## config.mk

```make
export PLATFORM = sky130hd
export DESIGN_NAME = instr_fetch
export DESIGN_NICKNAME = d
export VERILOG_FILES = /design/src/rtl/instr_fetch.sv
export SDC_FILE = /design/constraint.sdc
export NUM_CORES = 1
export LEC_CHECK = 0
export CORE_UTILIZATION = 46
export DETAILED_ROUTE_END_ITERATION = 6
export PLACE_DENSITY = 0.8
export SLEW_MARGIN = 20
export SYNTH_ARGS = -nofsm -noshare
export SYNTH_HDL_FRONTEND = slang
export SYNTH_SLANG_ARGS = --single-unit
```

## constraint.sdc

```tcl
create_clock -name clk -period 2 [get_ports clk]
set_input_delay 0.3 -clock clk [delete_from_list [all_inputs] [get_ports clk]]
set_output_delay 0.3 -clock clk [all_outputs]
set_load 0.01 [all_outputs]
```

## src/rtl/instr_fetch.sv

```systemverilog
// instr_fetch: byte-serial 6502-style instruction fetch unit with valid/ready hand-off.
// Define IFETCH_VECTOR_EN to load the start PC from the FFFC/FFFD reset vector instead of RESET_PC.
module instr_fetch #(
  parameter logic [15:0] RESET_PC = 16'h0000
) (
  input  logic        clk,
  input  logic        rst,
  output logic [15:0] mem_address,
  input  logic [7:0]  mem_data,
  input  logic        pc_load,
  input  logic [15:0] pc_load_value,
  input  logic        instr_ready,
  output logic        instr_valid,
  output logic [7:0]  instr_opcode,
  output logic [15:0] instr_operand,
  output logic [1:0]  instr_length,
  output logic [15:0] instr_pc
);

  localparam logic [2:0] FETCH_OP = 3'd0;
  localparam logic [2:0] FETCH_LO = 3'd1;
  localparam logic [2:0] FETCH_HI = 3'd2;
  localparam logic [2:0] HOLD     = 3'd3;
`ifdef IFETCH_VECTOR_EN
  localparam logic [2:0] VEC_LO   = 3'd4;
  localparam logic [2:0] VEC_HI   = 3'd5;
`endif

  logic [2:0]  r_state;
  logic [15:0] r_pc;
  logic [7:0]  r_opcode;
  logic [15:0] r_operand;
  logic [1:0]  r_length;
  logic [15:0] r_instr_pc;

  logic [1:0]  w_length;
  logic [15:0] w_pc_next;
  logic        w_fetch_state;

  // Instruction byte count from the opcode's aaabbbcc addressing-mode fields; holes in the map count as 1.
  function automatic logic [1:0] f_length(input logic [7:0] op);
    logic [1:0] len;
    len = 2'd1;
    case (op[1:0])
      2'b01: begin
        case (op[4:2])
          3'b011, 3'b110, 3'b111: len = 2'd3;
          3'b010:                 len = (op == 8'h89) ? 2'd1 : 2'd2;
          default:                len = 2'd2;
        endcase
      end
      2'b10: begin
        case (op[4:2])
          3'b000:         len = (op == 8'hA2) ? 2'd2 : 2'd1;
          3'b001, 3'b101: len = 2'd2;
          3'b011:         len = 2'd3;
          3'b111:         len = (op == 8'h9E) ? 2'd1 : 2'd3;
          default:        len = 2'd1;
        endcase
      end
      2'b00: begin
        case (op[4:2])
          3'b000: begin
            if (op == 8'h20)
              len = 2'd3;
            else if (op[7] && (op[6:5] != 2'b00))
              len = 2'd2;
          end
          3'b001: begin
            if ((op[7:5] != 3'd0) && (op[7:5] != 3'd2) && (op[7:5] != 3'd3))
              len = 2'd2;
          end
          3'b011: begin
            if (op[7:5] != 3'd0)
              len = 2'd3;
          end
          3'b100: len = 2'd2;
          3'b101: begin
            if ((op[7:5] == 3'd4) || (op[7:5] == 3'd5))
              len = 2'd2;
          end
          3'b111: begin
            if (op == 8'hBC)
              len = 2'd3;
          end
          default: len = 2'd1;
        endcase
      end
      default: len = 2'd1;
    endcase
    return len;
  endfunction

  assign w_length      = f_length(mem_data);
  assign w_pc_next     = r_pc + 16'd1;
  assign w_fetch_state = (r_state == FETCH_OP) || (r_state == FETCH_LO) ||
                         (r_state == FETCH_HI) || (r_state == HOLD);

  always_comb begin
    mem_address = r_pc;
`ifdef IFETCH_VECTOR_EN
    if (r_state == VEC_LO)
      mem_address = 16'hFFFC;
    else if (r_state == VEC_HI)
      mem_address = 16'hFFFD;
`endif
  end

  assign instr_valid   = (r_state == HOLD);
  assign instr_opcode  = r_opcode;
  assign instr_operand = r_operand;
  assign instr_length  = r_length;
  assign instr_pc      = r_instr_pc;

  // A redirect overrides whatever fetch step is in progress, including a completing hand-off.
  always_ff @(posedge clk) begin
    if (rst) begin
`ifdef IFETCH_VECTOR_EN
      r_state <= VEC_LO;
      r_pc    <= 16'h0000;
`else
      r_state <= FETCH_OP;
      r_pc    <= RESET_PC;
`endif
      r_opcode   <= 8'h00;
      r_operand  <= 16'h0000;
      r_length   <= 2'd0;
      r_instr_pc <= 16'h0000;
    end else if (pc_load && w_fetch_state) begin
      r_pc    <= pc_load_value;
      r_state <= FETCH_OP;
    end else begin
      case (r_state)
        FETCH_OP: begin
          r_opcode   <= mem_data;
          r_instr_pc <= r_pc;
          r_length   <= w_length;
          r_operand  <= 16'h0000;
          r_pc       <= w_pc_next;
          r_state    <= (w_length == 2'd1) ? HOLD : FETCH_LO;
        end
        FETCH_LO: begin
          r_operand[7:0] <= mem_data;
          r_pc           <= w_pc_next;
          r_state        <= (r_length == 2'd3) ? FETCH_HI : HOLD;
        end
        FETCH_HI: begin
          r_operand[15:8] <= mem_data;
          r_pc            <= w_pc_next;
          r_state         <= HOLD;
        end
        HOLD: begin
          if (instr_ready)
            r_state <= FETCH_OP;
        end
`ifdef IFETCH_VECTOR_EN
        VEC_LO: begin
          r_pc[7:0] <= mem_data;
          r_state   <= VEC_HI;
        end
        VEC_HI: begin
          r_pc[15:8] <= mem_data;
          r_state    <= FETCH_OP;
        end
`endif
        default: r_state <= FETCH_OP;
      endcase
    end
  end

endmodule
```

# == After elaboration in Yosys (flattened, before gate mapping) ==
# Cells that the tools add are included.
# op_classes
addsub,1
n_eq_ne,24
n_mux,21
bitwise_logic,1
reduce_logical,23
# op_table
op,count
== test 8 bit (second input constant),4
2-to-1 mux 16 bit,2
case mux 8 bit (2 select lines),2
2-to-1 mux 2 bit,10
== test 3 bit (second input constant),6
adder 16 x 1 -> 16 bit (second input constant),1
== test 3 x 2 -> 1 bit (second input constant),4
case mux 2 bit (6 select lines),1
case mux 3 bit (4 select lines),1
== test 8 x 6 -> 1 bit (second input constant),1
case mux 2 bit (4 select lines),1
nonzero test 2 bit,4
== test 3 x 1 -> 1 bit (second input constant),2
zero test 3 bit,2
!= test 3 x 2 -> 1 bit (second input constant),2
case mux 2 bit (3 select lines),1
AND reduction 2 bit,3
OR reduction 3 bit,2
== test 2 x 1 -> 1 bit (second input constant),2
== test 2 bit (second input constant),2
logical AND 1 bit,4
logical OR 1 bit,4
case mux 2 bit (2 select lines),1
OR reduction 2 bit,2
6 further kinds,6
# word_totals
reg_bits,61
out_inout_bits,59

# == Depth between registers and ports, before layout ==
# logic_depth
ltp_word,9
depth_mapped,7
ltp_nobuf,6

# == Worst setup path after synthesis ==
# Ideal clock, no wire load.
# synth_path
path_type,flip-flop to flip-flop
from,reg r_state[0]
to,"reg r_pc[15], in the netlist mem_address[15]"
setup_time_ps,116
t_arrival_ps,1647
required_ps,1884
path_slack_ps,237
stages_incl_launch_ff,8
path_buffers,1
period_less_slack_ps,1763
path_cell_list,dfxtp_1 ha_1 buf_2 nand2b_1 nor4_2 nand3_1 xnor2_1 o211a_1
# synth_between
elab_cells_between_ends,11
classes_between,eq/ne (3); mux (1); reduce/logical (7)
# synth_lines
item,line_no,source
"start, declared",29,logic [2:0] r_state;
"start signal, assigned",140,r_state <= (w_length == 2'd1) ? HOLD : FETCH_LO;
"start signal, assigned",145,r_state <= (r_length == 2'd3) ? FETCH_HI : HOLD;
== test 3 x 2 -> 1 bit *,n/a,
net instr_valid,13,"output logic instr_valid,"
logical OR 1 bit *,97,(r_state == FETCH_HI) || (r_state == HOLD);
logical AND 1 bit *,129,end else if (pc_load && w_fetch_state) begin
2-to-1 mux 16 bit or nonzero test 2 bit (tied branches),n/a,
"end signal, assigned",130,r_pc <= pc_load_value;
"end signal, assigned",139,r_pc <= w_pc_next;
"end signal, assigned",144,r_pc <= w_pc_next;
"end, declared",30,logic [15:0] r_pc;
# The timed path passes the listed nets; every way through them passes the cells marked *.
# A chain may end at the register's enable or synchronous reset.

# == Worst setup path in the final report ==
# layout_path
from,reg r_state[0]
to,out instr_valid
# layout_between
elab_chain_len,1
# layout_rtl
item,line_no,source
== test 3 x 2 -> 1 bit,109,assign instr_valid = (r_state == HOLD);
"end, declared",13,
# No other way between the ends.

==> run_results.csv <==
group,metric,value,unit
worst_setup_path,path_class,"reg2out",
global_route,first_global_vias,2441,
place,post-place-ws,-0.0470,ns
detailed_routing,drc,0,
detailed_routing,routedWlPerCell,14.8,um
final_layout,drive_gt1_share,10.0,%
detailed_routing,wl_met3,520,um
synth,synth-edff-count,0,
timing,period_share,96.1,%
floorplanning,start_util,48.8,%
timing,setup_tns,0,ns
synth,ys_top_cells_by_area,"dfxtp_1 44%, nand2_1 8.0%, a21oi_1 6.8%",
clocking,post_cts_buffers,0,
timing,period_minus_slack,1.92,ns
worst_setup_path,path_depth,3,
synth,yosys.area.top_type,"dfxtp_1",
timing,layout_setup_ws,0.0776,ns
timing,slew_viol_final,0,
detailed_routing,vias,2697,
clocking,cts-root-buf,"clkbuf_8",
synth,syn_inst,335,
worst_setup_path,crit_path_start,"r_state[0]$_SDFFE_PP0P_",
clocking,cts_htree_levels,3,
clocking,clk_pin_slew,0.06,ns
synth,yosys_warnings,0,
timing,tightest_slew,0.641,ns
timing,skew,0.00871,ns
job,drv_cap,0,
timing,rsz0062_at_grt,"false",
run_status,run_status,"finished, final reports clean",
floorplanning,fp-row-count,27,
detailed_routing,met1_length,3.30,mm
synth,async_reset_ff_share,0,%
detailed_routing,firstDrtPassIters,4,
final_layout,antenna_cells,0,
final_layout,syn_to_final_growth,45.0,%
synth,synth-main-ff-cell,"dfxtp_1",
worst_hold_path,hold_class,"in2reg",
clocking,clock_path_buffers,2,
timing,slew_headroom,57.2,%
worst_setup_path,critPathLaunchType,"flop",
detailed_routing,ant_nets,0,
power,power_density,768,nW/um^2
worst_setup_path,path_buf_inv,2,
worst_setup_path,critical-path-max-stage-delay,0.53,ns
floorplanning,die_h,79.1,um
global_route,antenna_found_initial,0,
synth,yosysMostFrequentCell,"dfxtp_1",
worst_setup_path,worst_ep_arrival_time,1.62,ns
clocking,cts_tree,"yes",
final_layout,nets,459,
worst_setup_path,crit_slowest_cell,"clkdlybuf4s50_1",
worst_setup_path,r2r-start,"r_state[0]$_SDFFE_PP0P_",
detailed_routing,topRoutingLayerUsed,"met4",
synth,synth_cell_types,51,
worst_setup_path,r2r_cells,5,
detailed_routing,first_iter_violations,159,
detailed_routing,wl,7.41,mm
detailed_routing,via_per_inst,5.37,
synth,synth_area,2730,um^2
worst_setup_path,path_cells,"ha_4 -> buf_4 -> clkdlybuf4s50_1",
floorplanning,dieArea,6260,um^2
place,dp_hpwl,5.29,mm
timing,finalHoldViolCount,0,
detailed_routing,wl_met2,3.52,mm
place,gp_congestion,0.771,
worst_setup_path,rrSetupSlack,0.21,ns
synth,syn-mean-instance-area,8.16,um^2
worst_setup_path,worst_setup_path_end_kind,"primary output",
clocking,cts_buffers,9,
synth,synth_top_cell_area_share,43.9,%
power,p_leak,1.51,nW
global_route,grtUsageTotal,24.6,%
worst_setup_path,path_max_fanout,7,
worst_setup_path,crit_end,"instr_valid",
timing,max_freq,520,MHz
floorplanning,core-area,5610,um^2
place,dpl_cell_area,3730,um^2
clocking,insertion_delay,0.34,ns
power,peakVddDrop,486,uV
final_layout,final_area,3960,um^2
worst_setup_path,path_delay_family,"buffers and inverters",
worst_setup_path,rr_endpoint,"instr_operand[5]$_SDFFE_PP0P_",
synth,syn_nets,368,
synth,yosysSeqAreaShare,43.9,%
global_route,grt_max_degree,36,
floorplanning,die_x,79.1,um
floorplanning,io_pins,87,
synth,synth_common_cells,"60 x dfxtp_1, 58 x nand2_1, 37 x a21oi_1",
global_route,grt_overflow,0,
clocking,clock-sinks,60,
global_route,grt_pass1_wl,11.7,mm
place,port_buffers,86,
synth,ys_seq_elements,60,
worst_setup_path,required,1.70,ns
timing,setup_violations,0,
## worst register-to-register path: stages (launching register included)
cell,delay [ns]
dfxtp_1,0.41
inv_1,0.11
ha_1,0.28
o21bai_1,0.55
a22oi_1,0.21
nor2_1,0.15
## through the flow
step / power [mW] / hold slack, ns / instances / utilization [%]
after floorplan: 1.58 / 0.443 / 335 / -
after global placement: 1.83 / 0.443 / 487 / 66.5
after detailed placement: 1.85 / 0.446 / 487 / 66.5
after CTS: 3.06 / 0.351 / 502 / 70.5
after global routing: 3.16 / 0.368 / 502 / 70.7
final: 3.05 / 0.358 / 502 / 70.7
## logic make-up after synthesis
logic type               Yosys count  share of synthesized area, %
flip-flops                        60                          43.9
adder cells (fa/ha/maj)            5                          2.29
XOR/XNOR                          14                          4.49
AND/OR/NAND/NOR                  134                          23.2
multiplexers                       6                          2.20
buffers and inverters             36                          5.68
AO/OA/AOI/OAI                     80                          18.2
## cell usage in the layout, fill, tap and decap left out, drive strengths merged, types with 5 or more instances in the layout
cell type / count
inv: 10
a21oi: 37
clkdlybuf4s50: 85
buf: 21
a22oi: 16
ha: 5
mux2i: 6
nand2: 58
nand3: 8
xor2: 6
clkbuf: 11
dfxtp: 60
nor2b: 5
xnor2: 8
nor2: 34
o21ai: 10
## power by group
group          internal, mW  switching (mW)  leakage [nW]  total (mW)
clock                 0.760           0.460         0.111        1.22
sequential             1.26          0.0600         0.490        1.32
combinational         0.260           0.248         0.905       0.508
## routing by layer
layer | GRT usage (%) | vias up
met5 | 0 | -
met4 | 10.9 | 0
met3 | 6.55 | 8
met2 | 39.7 | 94
met1 | 30.5 | 1268
li1 | - | 1327
## timing repair
item | CTS | global route
hold buffers | 0 | 0
endpoints found under the setup margin | 1 | 1
gates resized for setup | 1 | 1
cloned | 0 | 0
## cell type report
| type | count | area, um^2 |
|---|---|---|
| Tap cell | 72 | 90.1 |
| Timing Repair Buffer | 106 | 1020 |
| Clock buffer | 11 | 151 |
| Fill cell | 450 | 1640 |
| Clock inverter | 4 | 72.6 |
| Multi-Input combinational cell | 239 | 1390 |
| Inverter | 10 | 37.5 |
| Sequential cell | 60 | 1200 |
## worst min-delay path by stage
stage	startpoint	end	slack, ns	cells after the start
6_report	rst	instr_operand[8]$_SDFFE_PP0P_	0.36	2
3_3_place_gp	instr_pc[5]$_SDFFE_PP0P_	instr_pc[5]$_SDFFE_PP0P_	0.44	2
3_5_place_dp	instr_pc[8]$_SDFFE_PP0P_	instr_pc[8]$_SDFFE_PP0P_	0.45	2
2_1_floorplan	pc_load_value[1]	mem_address[1]$_SDFFE_PP0P_	0.44	2
4_1_cts	rst	instr_operand[15]$_SDFFE_PP0P_	0.35	2
5_1_grt	rst	instr_operand[13]$_SDFFE_PP0P_	0.37	2
## flip-flops by register name, summed over array words and instances, names as in the netlist
signal and flops:
instr_operand 16, instr_pc 16, mem_address 16, instr_opcode 8, instr_length 2, r_state 2
Note: power is estimated with default switching activity, not from simulation.
